## src/rtl/puf_response_collector_if.sv

```systemverilog
// Handshake/bus bundle for puf_response_collector: start/seed request, PUF challenge/response,
// and the key word hand-off to the consumer.
interface puf_response_collector_if #(
  parameter int N     = 4,
  parameter int KEY_W = 16
);
  localparam int CNT_W = $clog2(KEY_W + 1);

  logic             start;
  logic [N-1:0]     seed;
  logic [N-1:0]     challenge;
  logic             puf_resp;
  logic             busy;
  logic [KEY_W-1:0] key;
  logic             key_valid;
  logic             key_ready;
  logic [CNT_W-1:0] unstable_cnt;

  modport master (
    output start, seed, puf_resp, key_ready,
    input  challenge, busy, key, key_valid, unstable_cnt
  );

  modport slave (
    input  start, seed, puf_resp, key_ready,
    output challenge, busy, key, key_valid, unstable_cnt
  );
endinterface

```

## src/rtl/puf_response_collector.sv

```systemverilog
// Collects KEY_W majority-voted PUF response bits into a key word over a start/valid-ready handshake.
// Optional macro PUF_STABILITY_EN builds the non-unanimous-bit counter on unstable_cnt.
module puf_response_collector #(
  parameter int N      = 4,
  parameter int KEY_W  = 16,
  parameter int SETTLE = 4,
  parameter int VOTES  = 3
) (
  input logic                    clk,
  input logic                    rst,
  puf_response_collector_if.slave bus
);

  localparam int SW = $clog2(SETTLE + 1);
  localparam int VW = $clog2(VOTES + 1);
  localparam int BW = $clog2(KEY_W + 1);

  typedef enum logic [1:0] {
    IDLE   = 2'd0,
    APPLY  = 2'd1,
    SAMPLE = 2'd2,
    DONE   = 2'd3
  } state_t;

  state_t           state, state_next;
  logic [N-1:0]     challenge_q;
  logic [KEY_W-1:0] key_q;
  logic             key_valid_q;
  logic [SW-1:0]    settle_cnt;
  logic [VW-1:0]    vote_cnt;
  logic [VW-1:0]    ones_cnt;
  logic [BW-1:0]    bit_cnt;

  logic             accept;
  logic             sample;
  logic             decide;
  logic             settle_done;
  logic [VW-1:0]    ones_total;
  logic             bit_val;

  assign settle_done = (settle_cnt == SW'(SETTLE - 1));
  assign ones_total  = ones_cnt + VW'(bus.puf_resp);
  assign bit_val     = (ones_total > VW'(VOTES / 2));

  always_ff @(posedge clk or posedge rst) begin
    if (rst) state <= IDLE;
    else     state <= state_next;
  end

  always_comb begin
    state_next = state;
    accept     = 1'b0;
    sample     = 1'b0;
    decide     = 1'b0;
    case (state)
      IDLE: begin
        if (bus.start) begin
          accept     = 1'b1;
          state_next = APPLY;
        end
      end
      APPLY: begin
        if (settle_done) state_next = SAMPLE;
      end
      SAMPLE: begin
        sample = 1'b1;
        if (vote_cnt == VW'(VOTES - 1)) begin
          decide     = 1'b1;
          state_next = (bit_cnt == BW'(KEY_W - 1)) ? DONE : APPLY;
        end else begin
          state_next = APPLY;
        end
      end
      DONE: begin
        if (key_valid_q && bus.key_ready) state_next = IDLE;
      end
      default: state_next = IDLE;
    endcase
  end

  // key_valid is registered off the DONE state, so it lags DONE entry by one cycle
  // and DONE only exits once the consumer has actually seen it high.
  always_ff @(posedge clk or posedge rst) begin
    if (rst) begin
      challenge_q <= '0;
      key_q       <= '0;
      key_valid_q <= 1'b0;
      settle_cnt  <= '0;
      vote_cnt    <= '0;
      ones_cnt    <= '0;
      bit_cnt     <= '0;
    end else begin
      key_valid_q <= (state == DONE) && !(key_valid_q && bus.key_ready);
      if (accept) begin
        challenge_q <= bus.seed;
        key_q       <= '0;
        settle_cnt  <= '0;
        vote_cnt    <= '0;
        ones_cnt    <= '0;
        bit_cnt     <= '0;
      end
      if (state == APPLY) begin
        settle_cnt <= settle_done ? '0 : settle_cnt + SW'(1);
      end
      if (sample) begin
        if (decide) begin
          key_q       <= (key_q << 1) | KEY_W'(bit_val);
          challenge_q <= challenge_q + N'(1);
          vote_cnt    <= '0;
          ones_cnt    <= '0;
          bit_cnt     <= bit_cnt + BW'(1);
        end else begin
          vote_cnt <= vote_cnt + VW'(1);
          ones_cnt <= ones_total;
        end
      end
    end
  end

`ifdef PUF_STABILITY_EN
  logic [BW-1:0] unstable_q;
  logic          unanimous;

  assign unanimous = (ones_total == '0) || (ones_total == VW'(VOTES));

  always_ff @(posedge clk or posedge rst) begin
    if (rst) begin
      unstable_q <= '0;
    end else if (accept) begin
      unstable_q <= '0;
    end else if (decide && !unanimous) begin
      unstable_q <= unstable_q + BW'(1);
    end
  end

  assign bus.unstable_cnt = unstable_q;
`else
  assign bus.unstable_cnt = '0;
`endif

  assign bus.challenge = challenge_q;
  assign bus.key       = key_q;
  assign bus.key_valid = key_valid_q;
  assign bus.busy      = (state != IDLE);

endmodule

```

## src/flat_wrapper.sv

```systemverilog
// flat-port wrapper written by rule: the top's interface ports become plain ports
module puf_response_collector_flat 
#(
  parameter int N      = 4,
  parameter int KEY_W  = 16,
  parameter int SETTLE = 4,
  parameter int VOTES  = 3
)
  (clk, rst, bus_start, bus_seed, bus_puf_resp, bus_key_ready, bus_challenge, bus_busy, bus_key, bus_key_valid, bus_unstable_cnt);
  puf_response_collector_if #(.N(N), .KEY_W(KEY_W)) bus_i ();
  input logic clk;
  input logic rst;
  input wire logic [$bits(bus_i.start)-1:0] bus_start;
  input wire logic [$bits(bus_i.seed)-1:0] bus_seed;
  input wire logic [$bits(bus_i.puf_resp)-1:0] bus_puf_resp;
  input wire logic [$bits(bus_i.key_ready)-1:0] bus_key_ready;
  output wire logic [$bits(bus_i.challenge)-1:0] bus_challenge;
  output wire logic [$bits(bus_i.busy)-1:0] bus_busy;
  output wire logic [$bits(bus_i.key)-1:0] bus_key;
  output wire logic [$bits(bus_i.key_valid)-1:0] bus_key_valid;
  output wire logic [$bits(bus_i.unstable_cnt)-1:0] bus_unstable_cnt;
  assign bus_i.start = bus_start;
  assign bus_i.seed = bus_seed;
  assign bus_i.puf_resp = bus_puf_resp;
  assign bus_i.key_ready = bus_key_ready;
  assign bus_challenge = bus_i.challenge;
  assign bus_busy = bus_i.busy;
  assign bus_key = bus_i.key;
  assign bus_key_valid = bus_i.key_valid;
  assign bus_unstable_cnt = bus_i.unstable_cnt;
  puf_response_collector #(.N(N), .KEY_W(KEY_W), .SETTLE(SETTLE), .VOTES(VOTES)) u_core (.clk(clk), .rst(rst), .bus(bus_i));
endmodule
```

## config.mk

```make
export PLATFORM = sky130hd
export DESIGN_NAME = puf_response_collector_flat
export DESIGN_NICKNAME = d
export VERILOG_FILES = /design/src/rtl/puf_response_collector_if.sv /design/src/rtl/puf_response_collector.sv /design/src/flat_wrapper.sv
export SDC_FILE = /design/constraint.sdc
export NUM_CORES = 1
export LEC_CHECK = 0
export BUFFER_PORTS_ARGS = -buffer_cell sky130_fd_sc_hd__buf_2
export CAP_MARGIN = 30
export CORE_MARGIN = 1
export CORE_UTILIZATION = 47
export DETAILED_ROUTE_END_ITERATION = 10
export PLACE_DENSITY = 0.73
export SETUP_SLACK_MARGIN = 0.3
export SYNTH_ARGS = -nofsm -noshare
export SYNTH_HDL_FRONTEND = slang
export SYNTH_SLANG_ARGS = --single-unit
```

## constraint.sdc

```tcl
create_clock -name clk -period 1.5 [get_ports clk]
set_clock_uncertainty 0.05 [all_clocks]
set_input_delay 0.15 -clock clk [delete_from_list [all_inputs] [get_ports clk]]
set_output_delay 0.15 -clock clk [all_outputs]
set_load 0.05 [all_outputs]
```

==> out/results.txt <==
outcome: finished, violations left
failing checks: setup timing
R2R cell count: 5
Pwr per Cell Area: 1609 mW/mm²
# diodes: 0
Inserted Clock Buffers: 5
met1 wire length: 1971 µm
# IOs: 36
Die X: 60.40 µm
cell area after synthesis: 0.001603 mm²
fin crit share: 105.0%
# DRC: 0
Cells after Synth: 137
DR pass1 iterations: 4
area grow syn2layout: 57.69%
hold path cells: 2
WL per Instance: 19.29 µm
routed vias: 1,473
clk_lat worst skew: 340 ps
Sink Count: 35
Critical Path, Cell by Cell: nor4bb_4 -> buf_4 -> buf_6 -> mux2i_2 -> o21ai_1
GRT overflow: 0
ANT nets after route: 0
wire length on met2: 2500 µm
DP Wirelength: 2231 µm
final instance area: 0.002527 mm²
die area: 0.003648 mm²
internal reg-to-reg setup slack: -70 ps
H-tree Lvls: 2
Starting Density: 50.83%
CTS tree: built
IO Port Bufs: 30
via/cell ratio: 5.776
critical-path maximum fanout: 4
post-synth cell types: 40
core footprint: 0.003153 mm²
LEAKAGE: 0.001218 µW
final WL: 4919 µm
fin crit period: 1575 ps
FFs w/ async S/R, synth: 100.0%
Max Root-Sink Buffers: 2
final net count: 224
slowest stage delay, CP: 460 ps
Ys Warns: 0
Cell Area, Placed: 0.001867 mm²
drt first-iter violations: 123
Crit Path Category: register to register
row count: 20
number of global-route vias before repair: 1,301
post-placement setup slack: -63.07 ps
Final setup viols: 19
wire length on met3: 268 µm
startpoint types: register
f_max: 635.0 MHz
root buffer cell: clkbuf_4
most frequent cells in the layout: buf_4, dfrtp_1, buf_6
Synth Register Bits: 35
placed insts: 214
fin. max-slew vios: 0
EDFF count, synth: 0
Setup crit end kind: register
commonest non-fill, non-tap cell in the layout: buf_4
initial antenna violation count: 0
GRT Total Usage: 24.43%
unrepaired setup endpoints after global routing: true
worst min path class: input port to register
Fin Hold WS: 40.57 ps
Max Cap Viol: 0
max layer used: met4
most used flip-flop cell after synthesis: dfrtp_1
Req. time, crit path: 1690 ps
crit path max-delay cell type: dfrtp_2
layout cells sized above 1: 58.77%
DIE HEIGHT: 60.40 µm
syn avg cell area: 11.70 µm²
Final Hold Viols: 0
register area share after synthesis: 54.64%
Worst EP arrival: 1760 ps
first-pass GRT wire length: 6237 µm
final worst slack: -74.70 ps
largest net degree at the start of global routing: 36
Clock transition at path regs: 120 ps
Filler Cells Inserted: 156
RePlAce Congestion: 0.7469
worst vdd ir: 712.1 µV
non-filler cells, final: 255
kinds of logic after synthesis:
family	synth area share [%]
buffers and inverters	6.557
muxes	2.732
and+or+nand+nor	11.48
adders and majority gates	3.903
AOI/OAI and AO/OA	19.91
DFF	54.64
other	0.2340
xor gates and xnor gates	0.5465
worst paths after layout:
| path | to | from |
|---|---|---|
| max | u_core.bit_cnt[3]$_DFF_PP0_ | u_core.state[0]$_DFFE_PP0P_ |
| min | u_core.bus.challenge[3]$_DFF_PP0_ | bus_seed[3] |
| max reg2reg | u_core.bit_cnt[3]$_DFF_PP0_ | u_core.state[0]$_DFFE_PP0P_ |
| min reg2reg | u_core.bus.key[15]$_DFF_PP0_ | u_core.bus.key[15]$_DFF_PP0_ |
| max in group asynchronous | u_core.state[0]$_DFFE_PP0P_ | rst |
| min in group asynchronous | u_core.bus.key[5]$_DFF_PP0_ | rst |
synth_stat cells (2+ instances only):
library cell,instances,area share (%)
dfrtp_1,35,55
a22o_1,17,9.3
nand3_1,7,2.2
buf_4,6,2.8
inv_1,6,1.4
ha_1,5,3.9
nand2_1,5,1.2
a21oi_1,4,1.2
o21ai_0,4,1.2
a31oi_1,3,1.2
a32o_1,3,1.9
buf_2,3,0.94
clkbuf_1,3,0.70
mux2_2,3,2.1
nor2b_1,3,1.2
and3_1,2,0.78
nor2_1,2,0.47
o21a_1,2,0.94
o221a_2,2,1.4
o22ai_1,2,0.78
registers in the layout (all words and copies together), names as in the netlist:
name / count
u_core.bus.key: 16
u_core.bit_cnt: 5
u_core.bus.challenge: 4
u_core.settle_cnt: 3
u_core.ones_cnt: 2
u_core.state: 2
u_core.vote_cnt: 2
u_core.bus.key_valid: 1
through the flow:
stage | total power, µW | utilization [%] | setup TNS [ps]
5_1_grt | 4242 | 80.16 | -1415
4_1_cts | 3558 | 72.30 | -478.6
3_5_place_dp | 2550 | 59.21 | -245.9
3_3_place_gp | 2497 | 59.21 | 0
2_1_floorplan | 2224 | - | -18.69
6_report | 4068 | 80.16 | -319.4
critical path: cells and delay by family, from the launching register on:
kind,cells,cell delay (ps)
compound gates,1,90
buf+inv,2,290
flops,1,460
mux,1,240
simple gates,1,360
power breakdown:
part,leakage (µW),total [µW],switching [µW],internal [µW]
registers,0.000463,1330,200,1130
logic,0.000727,2230,1120,1110
clock network,0.0000282,512,332,181
cell type report:
class	instances	area, µm²	area share (%)
timing repair buffer	74	643.1	25.45
multi-input combinational	88	872.1	34.50
sequential	35	880.8	34.85
clock buffer	6	41.29	1.634
tap	44	55.05	2.178
inverter	6	22.52	0.8911
clock inverter	2	12.51	0.4951
layer usage:
layer | track usage [%] | up-vias
met3 | 5.757 | 20
met4 | 9.302 | 0
met1 | 29.66 | 730
li1 | - | 650
met2 | 42.07 | 73
met5 | 0 | -
repair_timing:
action | in CTS | in global routing
gates cloned | 3 | 0
setup endpoints to repair | 54 | 50
setup buffers | 14 | 15
hold buffers | 1 | 0
pin swaps | 19 | 12
endpoints found under the hold margin | 35 | 0
gates resized for setup | 63 | 33
(Power assumes the default switching activity.)
